### src/rtl/fly_power_ctrl_pkg.sv
// Shared power-up definitions: flight state encoding, score width and the
// default frame constants used by the power-up controllers.
package fly_power_ctrl_pkg;

  typedef enum logic [1:0] {
    FP_NORMAL = 2'd0,
    FP_GRANT  = 2'd1,
    FP_FLYING = 2'd2,
    FP_WARN   = 2'd3
  } fp_state_e;

  localparam int SCORE_W = 14;

  localparam int DEF_TIMER_W      = 10;
  localparam int DEF_FLY_FRAMES   = 600;
  localparam int DEF_WARN_FRAMES  = 120;
  localparam int DEF_GRANT_FRAMES = 30;
  localparam int DEF_BLINK_FRAMES = 4;
  localparam int DEF_SCORE_VALUE  = 1000;

endpackage

### src/rtl/fly_power_ctrl_blink_gen.sv
// Frame-tick blink generator: vis toggles every BLINK_FRAMES ticks and
// restarts visible with a cleared counter whenever restart is high.
module blink_gen #(
  parameter int BLINK_FRAMES = 4
) (
  input  logic clk_sys,
  input  logic rst_b,
  input  logic tick,
  input  logic restart,
  output logic vis
);

  localparam int CNT_W = (BLINK_FRAMES > 1) ? $clog2(BLINK_FRAMES) : 1;
  localparam logic [CNT_W-1:0] CNT_LAST = CNT_W'(BLINK_FRAMES - 1);

  logic [CNT_W-1:0] cnt;

  always_ff @(posedge clk_sys) begin
    if (!rst_b || restart) begin
      cnt <= '0;
      vis <= 1'b1;
    end else if (tick) begin
      if (cnt == CNT_LAST) begin
        cnt <= '0;
        vis <= ~vis;
      end else begin
        cnt <= cnt + CNT_W'(1);
      end
    end
  end

endmodule

### src/rtl/fly_power_ctrl.sv
// Flying power-up controller: pickup grant animation, timed flight window
// with warning blink, and enemy-hit arbitration.
//
//   state     | meaning
//   ----------+-------------------------------------------------
//   FP_NORMAL | no power-up; hits are fatal
//   FP_GRANT  | pickup animation: frozen, blinking, invulnerable
//   FP_FLYING | flight enabled, timer counting down
//   FP_WARN   | flight enabled, last frames, sprite blinking
module fly_power_ctrl
  import fly_power_ctrl_pkg::*;
#(
  parameter int TIMER_W      = DEF_TIMER_W,
  parameter int FLY_FRAMES   = DEF_FLY_FRAMES,
  parameter int WARN_FRAMES  = DEF_WARN_FRAMES,
  parameter int GRANT_FRAMES = DEF_GRANT_FRAMES,
  parameter int BLINK_FRAMES = DEF_BLINK_FRAMES,
  parameter int SCORE_VALUE  = DEF_SCORE_VALUE
) (
  input  logic               sys_clk,
  input  logic               RST_N,
  input  logic               frame_tick,
  input  logic               touch_fly_ms,
  input  logic               char_hit,
  input  logic               level_rst,
  output logic               can_fly,
  output logic               freeze,
  output logic               sprite_vis,
  output logic [SCORE_W-1:0] score_add,
  output logic               score_vld,
  output logic               hit_absorbed,
  output logic               hit_fatal,
  output logic [TIMER_W-1:0] fly_timer
);

  localparam logic [TIMER_W-1:0] TIMER_ONE  = TIMER_W'(1);
  localparam logic [TIMER_W-1:0] GRANT_LOAD = TIMER_W'(GRANT_FRAMES);
  localparam logic [TIMER_W-1:0] FLY_LOAD   = TIMER_W'(FLY_FRAMES);
  localparam logic [TIMER_W-1:0] WARN_ENTRY = TIMER_W'(WARN_FRAMES + 1);

  fp_state_e          state, state_nxt;
  logic [TIMER_W-1:0] timer, timer_nxt;
  logic               score_nxt, absorbed_nxt, fatal_nxt;
  logic               blink_restart, blink_vis;

  always_ff @(posedge sys_clk) begin
    if (!RST_N) begin
      state        <= FP_NORMAL;
      timer        <= '0;
      score_vld    <= 1'b0;
      hit_absorbed <= 1'b0;
      hit_fatal    <= 1'b0;
    end else begin
      state        <= state_nxt;
      timer        <= timer_nxt;
      score_vld    <= score_nxt;
      hit_absorbed <= absorbed_nxt;
      hit_fatal    <= fatal_nxt;
    end
  end

  always_comb begin
    state_nxt     = state;
    timer_nxt     = timer;
    score_nxt     = 1'b0;
    absorbed_nxt  = 1'b0;
    fatal_nxt     = 1'b0;
    blink_restart = 1'b0;
    if (level_rst) begin
      state_nxt     = FP_NORMAL;
      timer_nxt     = '0;
      blink_restart = 1'b1;
    end else begin
      case (state)
        FP_NORMAL: begin
          if (char_hit) begin
            fatal_nxt = 1'b1;
          end else if (touch_fly_ms) begin
            state_nxt     = FP_GRANT;
            timer_nxt     = GRANT_LOAD;
            score_nxt     = 1'b1;
            blink_restart = 1'b1;
          end
        end
        FP_GRANT: begin
          // invulnerable: hits dropped, extra pickups only score
          score_nxt = touch_fly_ms;
          if (frame_tick) begin
            if (timer == TIMER_ONE) begin
              state_nxt = FP_FLYING;
              timer_nxt = FLY_LOAD;
            end else if (timer != '0) begin
              timer_nxt = timer - TIMER_ONE;
            end
          end
        end
        FP_FLYING, FP_WARN: begin
          if (char_hit) begin
            state_nxt    = FP_NORMAL;
            timer_nxt    = '0;
            absorbed_nxt = 1'b1;
          end else if (touch_fly_ms) begin
            state_nxt = FP_FLYING;
            timer_nxt = FLY_LOAD;
            score_nxt = 1'b1;
          end else if (frame_tick) begin
            if (state == FP_WARN && timer == TIMER_ONE) begin
              state_nxt = FP_NORMAL;
              timer_nxt = '0;
            end else if (state == FP_FLYING && timer == WARN_ENTRY) begin
              state_nxt     = FP_WARN;
              timer_nxt     = timer - TIMER_ONE;
              blink_restart = 1'b1;
            end else if (timer != '0) begin
              timer_nxt = timer - TIMER_ONE;
            end
          end
        end
        default: begin
          state_nxt = FP_NORMAL;
          timer_nxt = '0;
        end
      endcase
    end
  end

  blink_gen #(
    .BLINK_FRAMES(BLINK_FRAMES)
  ) u_blink (
    .clk_sys (sys_clk),
    .rst_b   (RST_N),
    .tick    (frame_tick),
    .restart (blink_restart),
    .vis     (blink_vis)
  );

  assign can_fly    = (state == FP_FLYING) || (state == FP_WARN);
  assign freeze     = (state == FP_GRANT);
  assign sprite_vis = (state == FP_GRANT || state == FP_WARN) ? blink_vis : 1'b1;
  assign score_add  = score_vld ? SCORE_W'(SCORE_VALUE) : '0;
  assign fly_timer  = can_fly ? timer : '0;

endmodule

### config.mk
export PLATFORM = sky130hd
export DESIGN_NAME = fly_power_ctrl
export DESIGN_NICKNAME = d
export VERILOG_FILES = /design/src/rtl/fly_power_ctrl_pkg.sv /design/src/rtl/fly_power_ctrl_blink_gen.sv /design/src/rtl/fly_power_ctrl.sv
export SDC_FILE = /design/constraint.sdc
export NUM_CORES = 1
export LEC_CHECK = 0
export CAP_MARGIN = 40
export CELL_PAD_IN_SITES_DETAIL_PLACEMENT = 0
export CELL_PAD_IN_SITES_GLOBAL_PLACEMENT = 1
export CORE_UTILIZATION = 36
export DETAILED_ROUTE_END_ITERATION = 12
export PLACE_DENSITY_LB_ADDON = 0.1
export REMOVE_ABC_BUFFERS = 1
export SYNTH_ARGS = -nofsm -noshare
export SYNTH_HDL_FRONTEND = slang
export SYNTH_HIERARCHICAL = 1
export SYNTH_SLANG_ARGS = --single-unit
### constraint.sdc
create_clock -name sys_clk -period 2.7 [get_ports sys_clk]
set_clock_uncertainty 0.05 [all_clocks]
set_input_delay 0.54 -clock sys_clk [delete_from_list [all_inputs] [get_ports sys_clk]]
set_output_delay 0.54 -clock sys_clk [all_outputs]
set_load 0.05 [all_outputs]
==> flow_summary.ini <==
[floorplanning]
start_util_pct = 37.7
coreArea_sq_mm = 0.00403
die_w_um = 67.0
ios = 36
die_h_um = 67.0
die_area_sq_mm = 0.00448
rows = 23

[layout]
fill_cells = 417
area_growth_pct = 20.9
utilization_pct = 45.6
drive_above_1_share_pct = 11.4
antennaDiodeCount = 0
nets = 221

[global_routing]
grt_max_degree = 18
grt_usage_pct = 18.7
grtUsageMet1_pct = 24.1
overflow = 0
grt_pass1_vias = 1298
grt_pass1_wl_um = 6210
antenna_found_initial = 0
grtUsageMet2_pct = 29.4
top_usage_layer = met2
use_met3_pct = 3.08

[hold_path]
holdPathEnd = u_blink/cnt[0]$_SDFFE_PP0P_
hold_class = flop to flop
min_from = u_blink/cnt[0]$_SDFFE_PP0P_
hold_depth = 2

[worst_setup_path]
crit_path_max_fanout = 16
crit_arrival_ps = 1890
r2r_setup_slack_ps = 280
required_ps = 2110
crit_chain = and2_1 -> clkdlybuf4s50_1
end_kind = output port
worstReg2RegEnd = u_blink/vis$_SDFFE_PP1P_
crit_start = state[1]$_SDFFE_PP0P_
r2r_start = timer[0]$_SDFFE_PP0P_
setup.worst_path.class = flop to output port
timing.critical_path.buf_inv = 1
max_stage_delay_ps = 800
worstRegToRegCells = 7
critPathSlowestCell = clkdlybuf4s50_1
cp-start-kind = flop
cp_top_family = buffers and inverters

[sta]
slew_headroom_pct = 55.7
finalMaxSlewViolations = 0
fin_crit_sh_pct = 91.7
layout_min_cycle_time_ps = 2480
worst_pin_slew_ps = 660
finalSetupViolCount = 0
max_clock_freq_ghz = 0.404
whs_ps = 460
final-hold-violation-count = 0
rsz0062_at_grt = no

[routing]
route.detailed.drc = 0
vias = 1534
wl_per_cell_um = 15.8
antenna_left = 0
dr.pass1.iters = 4
dr.first_iter.drc_count = 70
wirelength_um = 4130
via_per_inst = 5.88

[clocking]
cts_buffers = 3
cts.sinks = 18
cts_tree = yes
cts_resized = 0
cts_setup_buffers = 0
htreeDepth = 1
clk_pin_slew_ps = 70
cts_max_path_buffers = 2
clkLatencyLatePin_ps = 260
holdBufCountCts = 0
cts_root_buf = clkbuf_8

[place]
gp_congestion = 0.888
dp_hpwl_um = 3120
portBuffers = 27

[logic_synthesis]
ys.flop_type = dfxtp_1
synth.area.top_cells = dfxtp_1 24%, buf_4 6.9%, and2_1 4.5%
yosysWarnings = 6
yosysSeqAreaShare_pct = 23.7
synth_area_per_cell_sq_um = 7.91
yosysTopAreaCellShare_pct = 23.7
netlist_top_cells_count = 18 x dfxtp_1, 14 x buf_4, 12 x clkbuf_1
synth_edf_count = 0
synth.distinct_cells = 59
netlist_area_sq_mm = 0.00152
async_flop_share_pct = 0
yosys.area.top_type = dfxtp_1
synth_cells = 192
synth.most_common_cell = dfxtp_1
synth_seq_cells = 18

[power_and_ir_drop]
switching_power_mw = 0.219
ir_drop_mv = 0.144
clockPowerShare_pct = 33.8
sequentialPowerShare_pct = 41.5
pwr-share-comb_pct = 24.6
p_sw_share_pct = 32.4
pwr_density_cell_mw_per_mm2 = 369
finalPower_mw = 0.678
power.leakage_nw = 0.720
internal_power_mw = 0.458

[job]
drv_cap = 0

[status]
status = completed
==> kinds of logic after synthesis <==
group / count (synthesis) / synth area share, %
compound gates: 58 / 29.8
fa+ha+maj: 3 / 2.47
flops: 18 / 23.7
buf+inv: 37 / 13.3
other cells: 1 / 0.247
mux: 1 / 0.659
simple gates: 74 / 29.7
==> worst max path at each step <==
stage | to | slack [ps] | depth (start not counted)
2_1_floorplan | score_add[3] | -410 | 0
3_3_place_gp | timer[3]$_SDFFE_PP0P_ | 210 | 5
3_5_place_dp | timer[8]$_SDFFE_PP0P_ | 150 | 5
4_1_cts | fly_timer[1] | 190 | 2
5_1_grt | freeze | 130 | 3
6_report | fly_timer[1] | 220 | 2
==> layout make-up <==
| type | count | area [sq um] | share of cell area (%) |
|---|---|---|---|
| well taps | 50 | 62.6 | 3.41 |
| flip-flops and latches | 18 | 360 | 19.6 |
| repair buffers | 38 | 350 | 19.1 |
| inverters | 7 | 26.3 | 1.43 |
| multi-input cells | 144 | 982 | 53.5 |
| clock buffers | 4 | 55.1 | 3.00 |
==> power by group through the flow <==
stage | clock [mW] | combinational, mW | sequential, mW
after floorplan | 0 | 0.0974 | 0.298
final | 0.229 | 0.167 | 0.281
after global placement | 0 | 0.164 | 0.287
after CTS | 0.236 | 0.165 | 0.281
after detailed placement | 0 | 0.164 | 0.288
after global routing | 0.247 | 0.178 | 0.283
==> state kept, by name, summed over array words and instances (netlist names) <==
| register | cells |
|---|---|
| hit_absorbed | 1 |
| hit_fatal | 1 |
| score_vld | 1 |
| state | 2 |
| timer | 10 |
| u_blink/cnt | 2 |
| u_blink/vis | 1 |
==> routing by layer <==
metal	part of all wire, %	up-vias
met5	0	-
li1	-	741
met3	6.7	10
met1	44	713
met4	2.6	0
met2	46	70
==> worst min-delay path, cell delays in order, from the launching register on <==
cell and delay, ps:
dfxtp_1 330, nand2b_1 90, a21oi_2 50
==> layout by cell type (no fill, tap or decap), drive strengths merged, types with 2 or more instances in the layout <==
cell | Yosys | layout
o32ai | 2 | 2
o21ai | 6 | 6
nor2 | 9 | 9
nor2b | 4 | 4
clkbuf | 14 | 4
a32oi | 5 | 5
o2111ai | 2 | 2
nand3 | 4 | 4
nand2 | 9 | 9
and4 | 2 | 2
a221o | 3 | 3
or2 | 2 | 2
or3b | 2 | 2
clkdlybuf4s50 | 0 | 26
buf | 16 | 12
nand3b | 2 | 2
nand4 | 5 | 5
a21o | 3 | 3
dfxtp | 18 | 18
a31oi | 3 | 3
ha | 3 | 3
o31ai | 2 | 2
or4 | 2 | 2
or4b | 2 | 2
a21oi | 8 | 8
and2 | 11 | 11
o211ai | 3 | 3
nor3 | 6 | 6
a21boi | 2 | 2
inv | 7 | 7
o21a | 2 | 2
nand2b | 8 | 8
conb | 1 | 8
a211o | 2 | 2
and3 | 2 | 2
==> metrics by stage <==
step	setup slack, ps	setup TNS (ps)	instances	cell area (sq um)
5_1_grt	127	0	261	1840
3_3_place_gp	206	0	257	1780
2_1_floorplan	-409	-2870	169	1370
6_report	223	0	261	1840
4_1_cts	190	0	261	1840
3_5_place_dp	147	0	257	1780
Power figures use the tool's default switching activity.
